File: src/rtl/primus_fetch_ctrl.sv
// primus_fetch_ctrl: owns the program counter and sequences instruction fetch.
// Keeps at most one request outstanding to instruction memory (req/gnt, then rvalid).
// Hands each fetched word to decode over a valid/ready pair.
// A redirect that arrives while a response is in flight marks that response for discard.

module primus_fetch_ctrl #(
    parameter int unsigned     XLEN     = 32,
    parameter logic [XLEN-1:0] RESET_PC = '0
) (
    input  logic            clk_i,
    input  logic            rst_ni,
    output logic            imem_req_o,
    input  logic            imem_gnt_i,
    output logic [XLEN-1:0] imem_addr_o,
    input  logic            imem_rvalid_i,
    input  logic [XLEN-1:0] imem_rdata_i,
    input  logic            redirect_i,
    input  logic [XLEN-1:0] redirect_pc_i,
    input  logic            id_ready_i,
    output logic            id_valid_o,
    output logic [XLEN-1:0] ir_o,
    output logic [XLEN-1:0] pc_o,
    output logic [XLEN-1:0] npc_o
);

    localparam logic [XLEN-1:0] NOP  = XLEN'(32'h0000_0013);
    localparam logic [XLEN-1:0] STEP = XLEN'(4);

    typedef enum logic [1:0] {StBoot, StReq, StWait, StHold} state_e;

    state_e          state_q;
    logic [XLEN-1:0] pc_q;
    logic [XLEN-1:0] ir_q;
    logic [XLEN-1:0] pc_out_q;
    logic            discard_q;
    logic            id_valid_q;

    logic [XLEN-1:0] redirect_target;
    logic            unused_redirect_lsbs;

    // Targets are word aligned; the two low bits of the redirect PC carry no information.
    assign redirect_target      = {redirect_pc_i[XLEN-1:2], 2'b00};
    assign unused_redirect_lsbs = ^redirect_pc_i[1:0];

    // A redirect withdraws the request in the same cycle, so an old address is never granted.
    assign imem_req_o  = (state_q == StReq) && !redirect_i;
    assign imem_addr_o = pc_q;

    assign id_valid_o  = id_valid_q;
    assign ir_o        = ir_q;
    assign pc_o        = pc_out_q;
    assign npc_o       = pc_out_q + STEP;

    // Fetch sequencer: PC update, discard tracking and decode-side output registers.
    always_ff @(posedge clk_i or negedge rst_ni) begin
        if (!rst_ni) begin
            state_q    <= StBoot;
            pc_q       <= RESET_PC;
            ir_q       <= NOP;
            pc_out_q   <= RESET_PC;
            discard_q  <= 1'b0;
            id_valid_q <= 1'b0;
        end else begin
            case (state_q)
                StBoot: begin
                    state_q <= StReq;
                end

                StReq: begin
                    if (redirect_i) begin
                        pc_q <= redirect_target;
                    end else if (imem_gnt_i) begin
                        state_q <= StWait;
                    end
                end

                StWait: begin
                    if (redirect_i) begin
                        pc_q <= redirect_target;
                    end
                    if (imem_rvalid_i) begin
                        // Data fetched for a superseded PC is dropped and fetch restarts.
                        if (discard_q || redirect_i) begin
                            discard_q <= 1'b0;
                            state_q   <= StReq;
                        end else begin
                            ir_q       <= imem_rdata_i;
                            pc_out_q   <= pc_q;
                            id_valid_q <= 1'b1;
                            state_q    <= StHold;
                        end
                    end else if (redirect_i) begin
                        discard_q <= 1'b1;
                    end
                end

                StHold: begin
                    // Redirect takes priority over a decode accept.
                    if (redirect_i) begin
                        id_valid_q <= 1'b0;
                        pc_q       <= redirect_target;
                        state_q    <= StReq;
                    end else if (id_ready_i) begin
                        id_valid_q <= 1'b0;
                        pc_q       <= pc_q + STEP;
                        state_q    <= StReq;
                    end
                end

                default: begin
                    state_q <= StBoot;
                end
            endcase
        end
    end

endmodule

File: config.mk
export PLATFORM = sky130hd
export DESIGN_NAME = primus_fetch_ctrl
export DESIGN_NICKNAME = d
export VERILOG_FILES = /design/src/rtl/primus_fetch_ctrl.sv
export SDC_FILE = /design/constraint.sdc
export NUM_CORES = 1
export LEC_CHECK = 0
export CORE_MARGIN = 2
export CORE_UTILIZATION = 40
export DETAILED_ROUTE_END_ITERATION = 7
export GPL_TIMING_DRIVEN = 0
export PLACE_DENSITY = 0.81
export SLEW_MARGIN = 10
export SYNTH_ARGS = -nofsm -noshare
export SYNTH_HDL_FRONTEND = slang
export SYNTH_SLANG_ARGS = --single-unit
File: constraint.sdc
create_clock -name clk_i -period 2.15 [get_ports clk_i]
set_input_delay 0.215 -clock clk_i [delete_from_list [all_inputs] [get_ports clk_i]]
set_output_delay 0.215 -clock clk_i [all_outputs]
set_load 0.02 [all_outputs]
# Yosys cells after proc, flatten, opt, wreduce, memory -nomap -nowiden
# Index checks and enable logic that the tools add are counted.
[word_totals] reg_bits=100 input_bits=70 wordCells=51
[op_classes] n_mux=19 bitwise=1 eq_ne=10 add_sub_neg=2 n_reduce_logical=13
[ops] cell="$mux W32" count=3
[ops] cell="$add A32 B3 Y32 const B" count=2
[ops] cell="$pmux W32 S2" count=1
[ops] cell="$mux W2" count=6
[ops] cell="$reduce_and A3 Y1" count=3
[ops] cell="$ne A2 B2 Y1 const B" count=4
[ops] cell="$pmux W2 S4" count=1
[ops] cell="$reduce_and A4 Y1" count=2
[ops] cell="$mux W1" count=7
[ops] cell="$reduce_bool A2 Y1" count=3
[ops] cell="$eq A2 B2 Y1 const B" count=2
[ops] cell="$ne A2 B1 Y1 const B" count=2
[ops] cell="$ne A3 B3 Y1 const B" count=1
[ops] cell="$eq A2 B1 Y1 const B" count=1
[ops] cell="$logic_not A2 Y1" count=1
[ops] cell="$pmux W1 S2" count=1
[ops] cell="$reduce_or A2 Y1" count=1
[ops] cell="$logic_and A1 B1 Y1" count=1
[ops] cell="$logic_not A1 Y1" count=1
[ops] cell="$logic_or A1 B1 Y1" count=1
[ops] cell="$not A1 Y1" count=1

# Logic depth before layout (Yosys ltp)
# Gate-level depths: netlist of the first run.
[depth] ltp_word=4 ltp_mapped=8

# Worst setup path before layout of the first run
# Ideal clock, no wire load.
[synth_timing] kind="register to output" start="register pc_out_q[10], in the netlist pc_o[10]" end="output npc_o[26]" path_stages_with_launch=5 required_time_ns=1.935 slack_ns=0.014 arrival_ns=1.921 path_cell_list="dfrtp_1 > nand4_1 > nor4_2 > nand4_1 > xnor2_1"
[synth_via] elab_chain_len=1
[synth_rtl] element="from (decl)" line="34" text="logic [XLEN-1:0] pc_out_q;"
[synth_rtl] element="from (signal assigned)" line="88" text="pc_out_q <= pc_q;"
[synth_rtl] element="$add A32 B3 Y32" line="52" text="assign npc_o = pc_out_q + STEP;"
[synth_rtl] element="to (decl)" line="23" text="output logic [XLEN-1:0] npc_o"
# No other way between the ends.

# Worst setup path in the final report of the first run
[layout_timing] start="register pc_out_q[3], in the netlist pc_o[3]" end="output npc_o[6]"
# Same word-level chain as after synthesis.

==> results_tabular.tex, run 1 <==
\begin{tabular}{lr}
\hline
Metric & Value \\
\hline
\multicolumn{2}{l}{\textbf{Global route}} \\
\quad Remaining global-route overflow & 0 \\
\quad Combined global-route utilization of all metal layers & 23.84\% \\
\quad Pin count of the biggest net entering global routing & 59 \\
\quad Via count of the first global-routing pass & 5,084 \\
\quad Number of antenna violations at the first check in global routing & 0 \\
\quad Wire length of the first global-routing pass & 27.07 mm \\
\multicolumn{2}{l}{\textbf{Route}} \\
\quad Sum of routed wire length over all layers & 17.59 mm \\
\quad Number of remaining DRC errors & 0 \\
\quad Remaining antenna violation count after routing & 0 \\
\quad Iteration count of the initial detailed-routing pass & 7 \\
\quad Overall via count from detail\_route & 5,307 \\
\quad Wire length per cell & 19.16 µm \\
\quad DRC violation total after the first TritonRoute iteration & 583 \\
\quad Drt via density & 5.781 \\
\multicolumn{2}{l}{\textbf{Layout}} \\
\quad Antenna diode instance count & 0 \\
\quad Core Util, Final & 63.22\% \\
\quad Growth of design area from synthesis to finish & 53.01\% \\
\quad Share of layout cells above drive strength 1 & 27.88\% \\
\quad Top library cells by usage in the layout, fill and taps aside & clkdlybuf4s50\_1, dfrtp\_1, mux2\_2, buf\_4, nand2\_1 \\
\quad Filler-free cell count of the finished design & 918 \\
\quad Final net count & 816 \\
\quad Commonest non-fill, non-tap cell in the layout & clkdlybuf4s50\_1 \\
\multicolumn{2}{l}{\textbf{STA}} \\
\quad Worst Clk Skew & 12.28 ps \\
\quad Final setup vio count & 0 \\
\quad Time the worst path needs with I/O delays and setup & 2135 ps \\
\quad Crit share post-route & 99.30\% \\
\quad RSZ-0062 raised after global routing & true \\
\quad Final WS setup & 15.02 ps \\
\quad Transition at the pin with the smallest max-transition slack & 525.0 ps \\
\quad Slew margin rel. & 64.71\% \\
\quad Highest Clock Rate & 0.4684 GHz \\
\quad Max-slew violation total from the final report & 0 \\
\quad Final Hold Vio Count & 0 \\
\multicolumn{2}{l}{\textbf{Logic synthesis}} \\
\quad Top flip-flop cell by instance count after synthesis & dfrtp\_1 \\
\quad Fraction of the yosys area taken by sequential cells & 45.59\% \\
\quad Library cell with the largest summed area after synthesis & dfrtp\_1 \\
\quad Register bit total from synthesis & 96 \\
\quad Async set or reset register ratio after synthesis & 100.0\% \\
\quad Total of warnings raised by yosys & 0 \\
\quad Number of standard cells after synthesis & 501 \\
\quad Average instance area after synthesis & 10.53 µm² \\
\quad Share of the synthesized area in the top cell type & 44.10\% \\
\quad Post-synthesis cell area & 0.005278 mm² \\
\quad Number of enable-type register cells in the synthesized netlist & 0 \\
\quad Area contributors post-synth & dfrtp\_1, mux2\_2, xnor2\_1, nand3\_1, nand4\_1 \\
\quad Number of different library cells in the post-synthesis netlist & 55 \\
\multicolumn{2}{l}{\textbf{Outcome}} \\
\quad Status & complete, no violations \\
\multicolumn{2}{l}{\textbf{Pwr}} \\
\quad Maximum vdd drop & 0.5803 mV \\
\quad P per Cell Area & 1533 mW/mm² \\
\quad Leakage power of the design & 3.403 nW \\
\multicolumn{2}{l}{\textbf{Clock tree}} \\
\quad Clk Tree Root Cell & clkbuf\_16 \\
\quad Total CTS buffers & 9 \\
\quad Total number of H-tree levels & 3 \\
\quad TritonCTS clock tree & yes \\
\quad Clock slew at the register clock pins of the worst setup and hold paths & 70 ps \\
\quad Insertion delay of the later-clocked pin in the worst-skew pair & 350 ps \\
\quad Num Clock Sinks & 96 \\
\quad CTS Buffer Depth & 2 \\
\multicolumn{2}{l}{\textbf{Critical path}} \\
\quad Depth of the most critical reg-to-reg path & 4 \\
\quad CP Class & reg -> out \\
\quad RR Startpoint & imem\_addr\_o[6] \\
\quad Endpoint class of the critical path & output port \\
\quad Capturing element of the worst setup path & npc\_o[6] \\
\quad Worst r2r dst & imem\_addr\_o[31] \\
\quad Endpoint arrival time on the critical path & 1920 ps \\
\quad Minimum setup slack among reg-to-reg paths & 120 ps \\
\quad Biggest fanout along the worst timing path & 4 \\
\quad Crit path launch type & register \\
\quad First element of the critical path & pc\_o[3] \\
\quad Worst EP required & 1930 ps \\
\multicolumn{2}{l}{\textbf{Place}} \\
\quad Setup slack after placement & -752.5 ps \\
\quad Number of input and output port buffers inserted & 190 \\
\quad Placed insts & 869 \\
\quad Final weighted congestion in routability-driven placement & 0.9119 \\
\quad Dpl hpwl & 12.43 mm \\
\multicolumn{2}{l}{\textbf{Floorplanning}} \\
\quad Die Y-Extent & 118.9 µm \\
\quad Die outline width & 118.9 µm \\
\quad Core area & 0.01277 mm² \\
\quad Rows & 41 \\
\quad Starting utilization of the core area & 41.32\% \\
\quad Number of I/O pins & 200 \\
\quad Die ar. & 0.01413 mm² \\
\multicolumn{2}{l}{\textbf{Job}} \\
\quad Max capacitance violation total & 0 \\
\multicolumn{2}{l}{\textbf{Worst hold path}} \\
\quad HP Class & in -> reg \\
\hline
\end{tabular}
==> cell type report <==
| cell class | instances | area (µm²) |
|---|---|---|
| Fill cell | 995 | 4698 |
| Multi-Input combinational cell | 365 | 2771 |
| Sequential cell | 96 | 2421 |
| Timing Repair Buffer | 229 | 2160 |
| Clock buffer | 12 | 236.5 |
| Tap cell | 172 | 215.2 |
| Buffer | 31 | 209.0 |
| Inverter | 9 | 33.78 |
| Clock inverter | 4 | 28.78 |
==> state kept, by name (all words and copies together), names as in the netlist <==
| name | count |
|---|---|
| pc_o | 30 |
| state_q | 2 |
| imem_addr_o | 30 |
| discard_q | 1 |
| ir_o | 32 |
| id_valid_o | 1 |
==> metrics by stage <==
| step | setup TNS [ps] | cell area, µm² | total power, mW | hold slack [ps] |
|---|---|---|---|---|
| finish | 0 | 8075 | 12.38 | 217.9 |
| global route | -578.7 | 8075 | 12.99 | 234.6 |
| CTS | -153.1 | 7824 | 11.98 | 208.6 |
| detailed placement | -21570 | 7438 | 10.42 | 216.3 |
| global placement | -261330 | 7413 | 10.23 | 487.9 |
| floorplan | 0 | 5296 | 7.148 | -80.59 |
==> critical path: stages, from the launching register on <==
cell	delay, ps
dfrtp_1	420
buf_6	140
ha_4	170
buf_4	130
buf_4	120
nand3_1	80
xnor2_1	150
dlygate4sd2_1	360
==> cell usage after synthesis (5+ instances only) <==
cell	count
inv_1	9
o22ai_1	8
nor2_1	16
ha_1	5
o21ai_0	16
buf_2	7
nand2_1	32
mux2_2	62
and4_1	9
a2bb2oi_1	5
a311oi_1	8
nor3_1	11
nor4_1	6
a31oi_1	9
o211ai_1	9
a21boi_0	10
nand3_1	29
clkbuf_8	5
clkbuf_1	17
xnor2_1	21
dfrtp_1	93
and3_1	11
xor2_1	7
buf_4	6
a211oi_1	5
a21oi_1	19
nand4_1	20
==> per-layer routing <==
layer  GRT usage [%]  share of wire [%]  vias to the layer above
li1                -                  -                     2358
met1           30.50                 40                     2554
met2           39.04                 49                      323
met3           4.262                7.3                       72
met4           11.53                4.1                        0
met5               0                  0                        -
==> kinds of logic (layout without fill, tap and decap cells) <==
family	Yosys count	in the layout	share of synthesized area (%)
muxes	63	63	13.42
xor gates and xnor gates	28	28	4.647
DFF	96	96	45.59
buffers and inverters	45	285	4.765
other	1	6	0.07106
and+or+nand+nor	158	158	16.88
AOI/OAI and AO/OA	105	105	13.44
adders and majority gates	5	5	1.185
==> power breakdown <==
part | switching [mW] | leakage [nW] | internal, mW | total, mW
logic | 3.62 | 2.10 | 3.45 | 7.08
clock network | 0.692 | 0.123 | 0.788 | 1.48
registers | 1.10 | 1.18 | 2.72 | 3.82
total | 5.42 | 3.40 | 6.96 | 12.4
==> worst min-delay path by stage <==
stage,start,endpoint,slack [ps],depth (start not counted)
3_5_place_dp,rst_ni,ir_o[12],220,1
2_1_floorplan,rst_ni,discard_q,-80,0
3_3_place_gp,ir_o[13],ir_o[13],490,1
6_report,redirect_i,discard_q,220,3
4_1_cts,redirect_i,discard_q,210,3
5_1_grt,redirect_i,discard_q,230,3
==> repair_timing <==
item,in CTS,in global routing
setup buffers,17,20
hold endpoints to repair,35,0
pin swaps,6,13
endpoints found under the setup margin,110,107
hold buffers,1,0
gates resized for setup,118,54
Note: power is estimated with default switching activity, not from simulation.
==> run 2: changes to the inputs <==
CORE_MARGIN = 8   (was 2)
==> run 2 against run 1 <==
  * Combinational power fell by 2%
  * Critical path type unchanged
  * Design area shrank 1.4%
  * Largest cell class unchanged
  * Hold slack improved by 6.7 ps
  * Cell count fell by 1.1%
  * Sequential cell count stayed put
==> results_tabular.tex, run 2 (synthesis gave the netlist of run 1 again) <==
\begin{tabular}{lr}
\hline
Metric & Value \\
\hline
\multicolumn{2}{l}{\textbf{Route}} \\
\quad Max layer used & met4 \\
\quad Remaining antenna violation count after routing & 0 (unchanged) \\
\quad DRC violation total after the first TritonRoute iteration & 377 (-35\%) \\
\quad Met3 WL & 1.640 mm (+28\%) \\
\quad Wire length on met1 & 7.203 mm (+3.2\%) \\
\quad Number of remaining DRC errors & 0 (unchanged) \\
\quad Overall via count from detail\_route & 5,160 (-2.8\%) \\
\quad Wire length per cell & 20.55 µm (+7.3\%) \\
\quad Drt via density & 5.683 (-1.7\%) \\
\quad Routed wl met2 & 9.025 mm (+4.9\%) \\
\quad Sum of routed wire length over all layers & 18.66 mm (+6.1\%) \\
\quad Iteration count of the initial detailed-routing pass & 6 (-1) \\
\multicolumn{2}{l}{\textbf{Critical path}} \\
\quad Slowest cell delay on critical path & 420 ps (about the same) \\
\quad RR Startpoint & state\_q[0] \\
\quad CP Class & reg -> out \\
\quad Biggest fanout along the worst timing path & 8 (+4) \\
\quad Endpoint class of the critical path & output port \\
\quad First element of the critical path & pc\_o[2] \\
\quad Minimum setup slack among reg-to-reg paths & 80 ps (-40 ps) \\
\quad Worst r2r dst & imem\_addr\_o[9] \\
\quad Critical-path cell with the highest stage delay & dfrtp\_2 \\
\quad Capturing element of the worst setup path & npc\_o[29] \\
\quad Worst EP required & 1930 ps (about the same) \\
\quad Endpoint arrival time on the critical path & 1900 ps (-20 ps) \\
\quad Crit path launch type & register \\
\quad Depth of the most critical reg-to-reg path & 7 (+3) \\
\quad Cell type with the highest occurrence count on the critical path & nand4\_1 \\
\quad Worst-path cell chain & nand4\_1, nor4\_4, buf\_6, nand4\_1, xnor2\_1, buf\_4 \\
\multicolumn{2}{l}{\textbf{STA}} \\
\quad Final WS setup & 37.52 ps (+22.50 ps) \\
\quad Final setup vio count & 0 (unchanged) \\
\quad Worst Clk Skew & 8.228 ps (-4.053 ps) \\
\quad Transition at the pin with the smallest max-transition slack & 578.2 ps (+53.22 ps) \\
\quad Final-layout worst hold slack & 224.6 ps (+6.731 ps) \\
\quad Time the worst path needs with I/O delays and setup & 2112 ps (-22.50 ps) \\
\quad Max-slew violation total from the final report & 0 (unchanged) \\
\quad Total negative slack for setup checks & 0 ps (unchanged) \\
\quad Highest Clock Rate & 0.4734 GHz (+1.1\%) \\
\quad Slew margin rel. & 61.13\% (-3.6 points) \\
\quad Final Hold Vio Count & 0 (unchanged) \\
\quad Crit share post-route & 98.26\% (-1.0 points) \\
\quad RSZ-0062 raised after global routing & true \\
\multicolumn{2}{l}{\textbf{Pwr}} \\
\quad Leakage power of the design & 3.333 nW (-2.0\%) \\
\quad Overall power consumption & 12.46 mW (+0.69\%) \\
\quad Switching power & 5.453 mW (+0.64\%) \\
\quad Clk pwr share & 13.8\% (+1.8 points) \\
\quad Internal power & 7.008 mW (+0.72\%) \\
\quad P per Cell Area & 1565 mW/mm² (+2.1\%) \\
\quad Maximum vdd drop & 1.102 mV (+90\%) \\
\quad Reg power frac & 30.6\% (-0.2 points) \\
\quad Logic pwr share & 55.7\% (-1.5 points) \\
\quad Switching Fraction & 43.76\% (about the same) \\
\multicolumn{2}{l}{\textbf{Worst hold path}} \\
\quad HP Class & in -> reg \\
\multicolumn{2}{l}{\textbf{Clock tree}} \\
\quad Insertion delay of the later-clocked pin in the worst-skew pair & 350 ps (about the same) \\
\quad Total CTS buffers & 9 (unchanged) \\
\quad TritonCTS clock tree & yes \\
\quad Clock slew at the register clock pins of the worst setup and hold paths & 70 ps (about the same) \\
\quad CTS Buffer Depth & 2 (unchanged) \\
\quad Total number of H-tree levels & 3 (unchanged) \\
\quad Clk Tree Root Cell & clkbuf\_16 \\
\quad Num Clock Sinks & 96 (unchanged) \\
\multicolumn{2}{l}{\textbf{Job}} \\
\quad Max capacitance violation total & 0 (unchanged) \\
\multicolumn{2}{l}{\textbf{Global route}} \\
\quad Remaining global-route overflow & 0 (unchanged) \\
\quad Pin count of the biggest net entering global routing & 59 (unchanged) \\
\quad Via count of the first global-routing pass & 5,217 (+2.6\%) \\
\quad Combined global-route utilization of all metal layers & 21.14\% (-2.7 points) \\
\quad Number of antenna violations at the first check in global routing & 0 (unchanged) \\
\quad Wire length of the first global-routing pass & 28.15 mm (+4.0\%) \\
\multicolumn{2}{l}{\textbf{Layout}} \\
\quad Growth of design area from synthesis to finish & 50.90\% \\
\quad Core Util, Final & 60.86\% (-2.4 points) \\
\quad Filler-free cell count of the finished design & 908 (-1.1\%) \\
\quad Share of layout cells above drive strength 1 & 25.41\% (-2.5 points) \\
\quad Top library cells by usage in the layout, fill and taps aside & clkdlybuf4s50\_1, dfrtp\_1, mux2\_2, buf\_4, nand2\_1 \\
\quad Finished Cell Area & 0.007964 mm² (-1.4\%) \\
\quad Final net count & 802 (-1.7\%) \\
\quad Commonest non-fill, non-tap cell in the layout & clkdlybuf4s50\_1 \\
\quad Fillers & 1,051 (+5.6\%) \\
\quad Antenna diode instance count & 0 (unchanged) \\
\quad Flip-flop count of the largest register, all copies and words added & 32 (unchanged) \\
\multicolumn{2}{l}{\textbf{Floorplanning}} \\
\quad Number of I/O pins & 200 (unchanged) \\
\quad Die ar. & 0.01713 mm² (+21\%) \\
\quad Rows & 42 (+2.4\%) \\
\quad Die Y-Extent & 130.9 µm (+10\%) \\
\quad Core area & 0.01309 mm² (+2.4\%) \\
\quad Die outline width & 130.9 µm (+10\%) \\
\quad Starting utilization of the core area & 40.33\% (-0.98 points) \\
\multicolumn{2}{l}{\textbf{Place}} \\
\quad Number of input and output port buffers inserted & 190 (unchanged) \\
\quad Total placed instance area & 0.007443 mm² (about the same) \\
\quad Dpl hpwl & 13.69 mm (+10\%) \\
\quad Setup slack after placement & -847.5 ps (-94.94 ps) \\
\quad Final weighted congestion in routability-driven placement & 0.8989 (-1.4\%) \\
\quad Placed insts & 873 (+0.46\%) \\
\multicolumn{2}{l}{\textbf{Outcome}} \\
\quad Status & complete, no violations \\
\hline
\end{tabular}
[run 2: what timing repair did]
action                     in CTS  in global routing
pin swaps                       5                  9
setup endpoints to repair     108                 47
hold endpoints to repair       35                  0
gates resized for setup       119                 36
setup buffers                  17                  6
hold buffers                    1                  0
[run 2: worst min path at each step]
stage | slack [ps] | to | start | cells past startpoint
floorplan | -80 | discard_q | rst_ni | 0
global placement | 490 | ir_o[15] | ir_o[15] | 1
detailed placement | 230 | ir_o[15] | rst_ni | 1
CTS | 210 | discard_q | redirect_i | 3
global route | 230 | discard_q | redirect_i | 3
finish | 220 | discard_q | redirect_i | 3
[run 2: per-layer routing]
metal / up-vias / global-route usage (%)
li1: 2331 / -
met1: 2501 / 25.94
met2: 276 / 34.65
met3: 52 / 3.774
met4: 0 / 11.61
met5: - / 0
[run 2: worst max-delay path, delay by kind of cell, from the launching register on]
kind / cells / cell delay (ps)
buffers and inverters: 2 / 350
xor gates and xnor gates: 1 / 180
DFF: 1 / 420
and+or+nand+nor: 3 / 600
[run 2: area by class of cell]
class	count	area, µm²	share of cell area [%]
multi-input cells	365	2714	34.08
inverters	9	33.78	0.4242
plain buffers	31	212.7	2.671
repair buffers	215	2049	25.73
clock buffers	11	252.7	3.174
clock inverters	5	63.81	0.8013
flip-flops and latches	96	2417	30.35
well taps	176	220.2	2.765
[run 2: power groups by stage]
stage	clock (mW)	sequential (mW)	combinational, mW
after floorplan	0	4.57	2.58
after global placement	0	3.77	6.55
after detailed placement	0	3.85	6.68
after CTS	1.74	3.79	6.79
after global routing	1.79	3.95	7.35
final	1.71	3.81	6.94
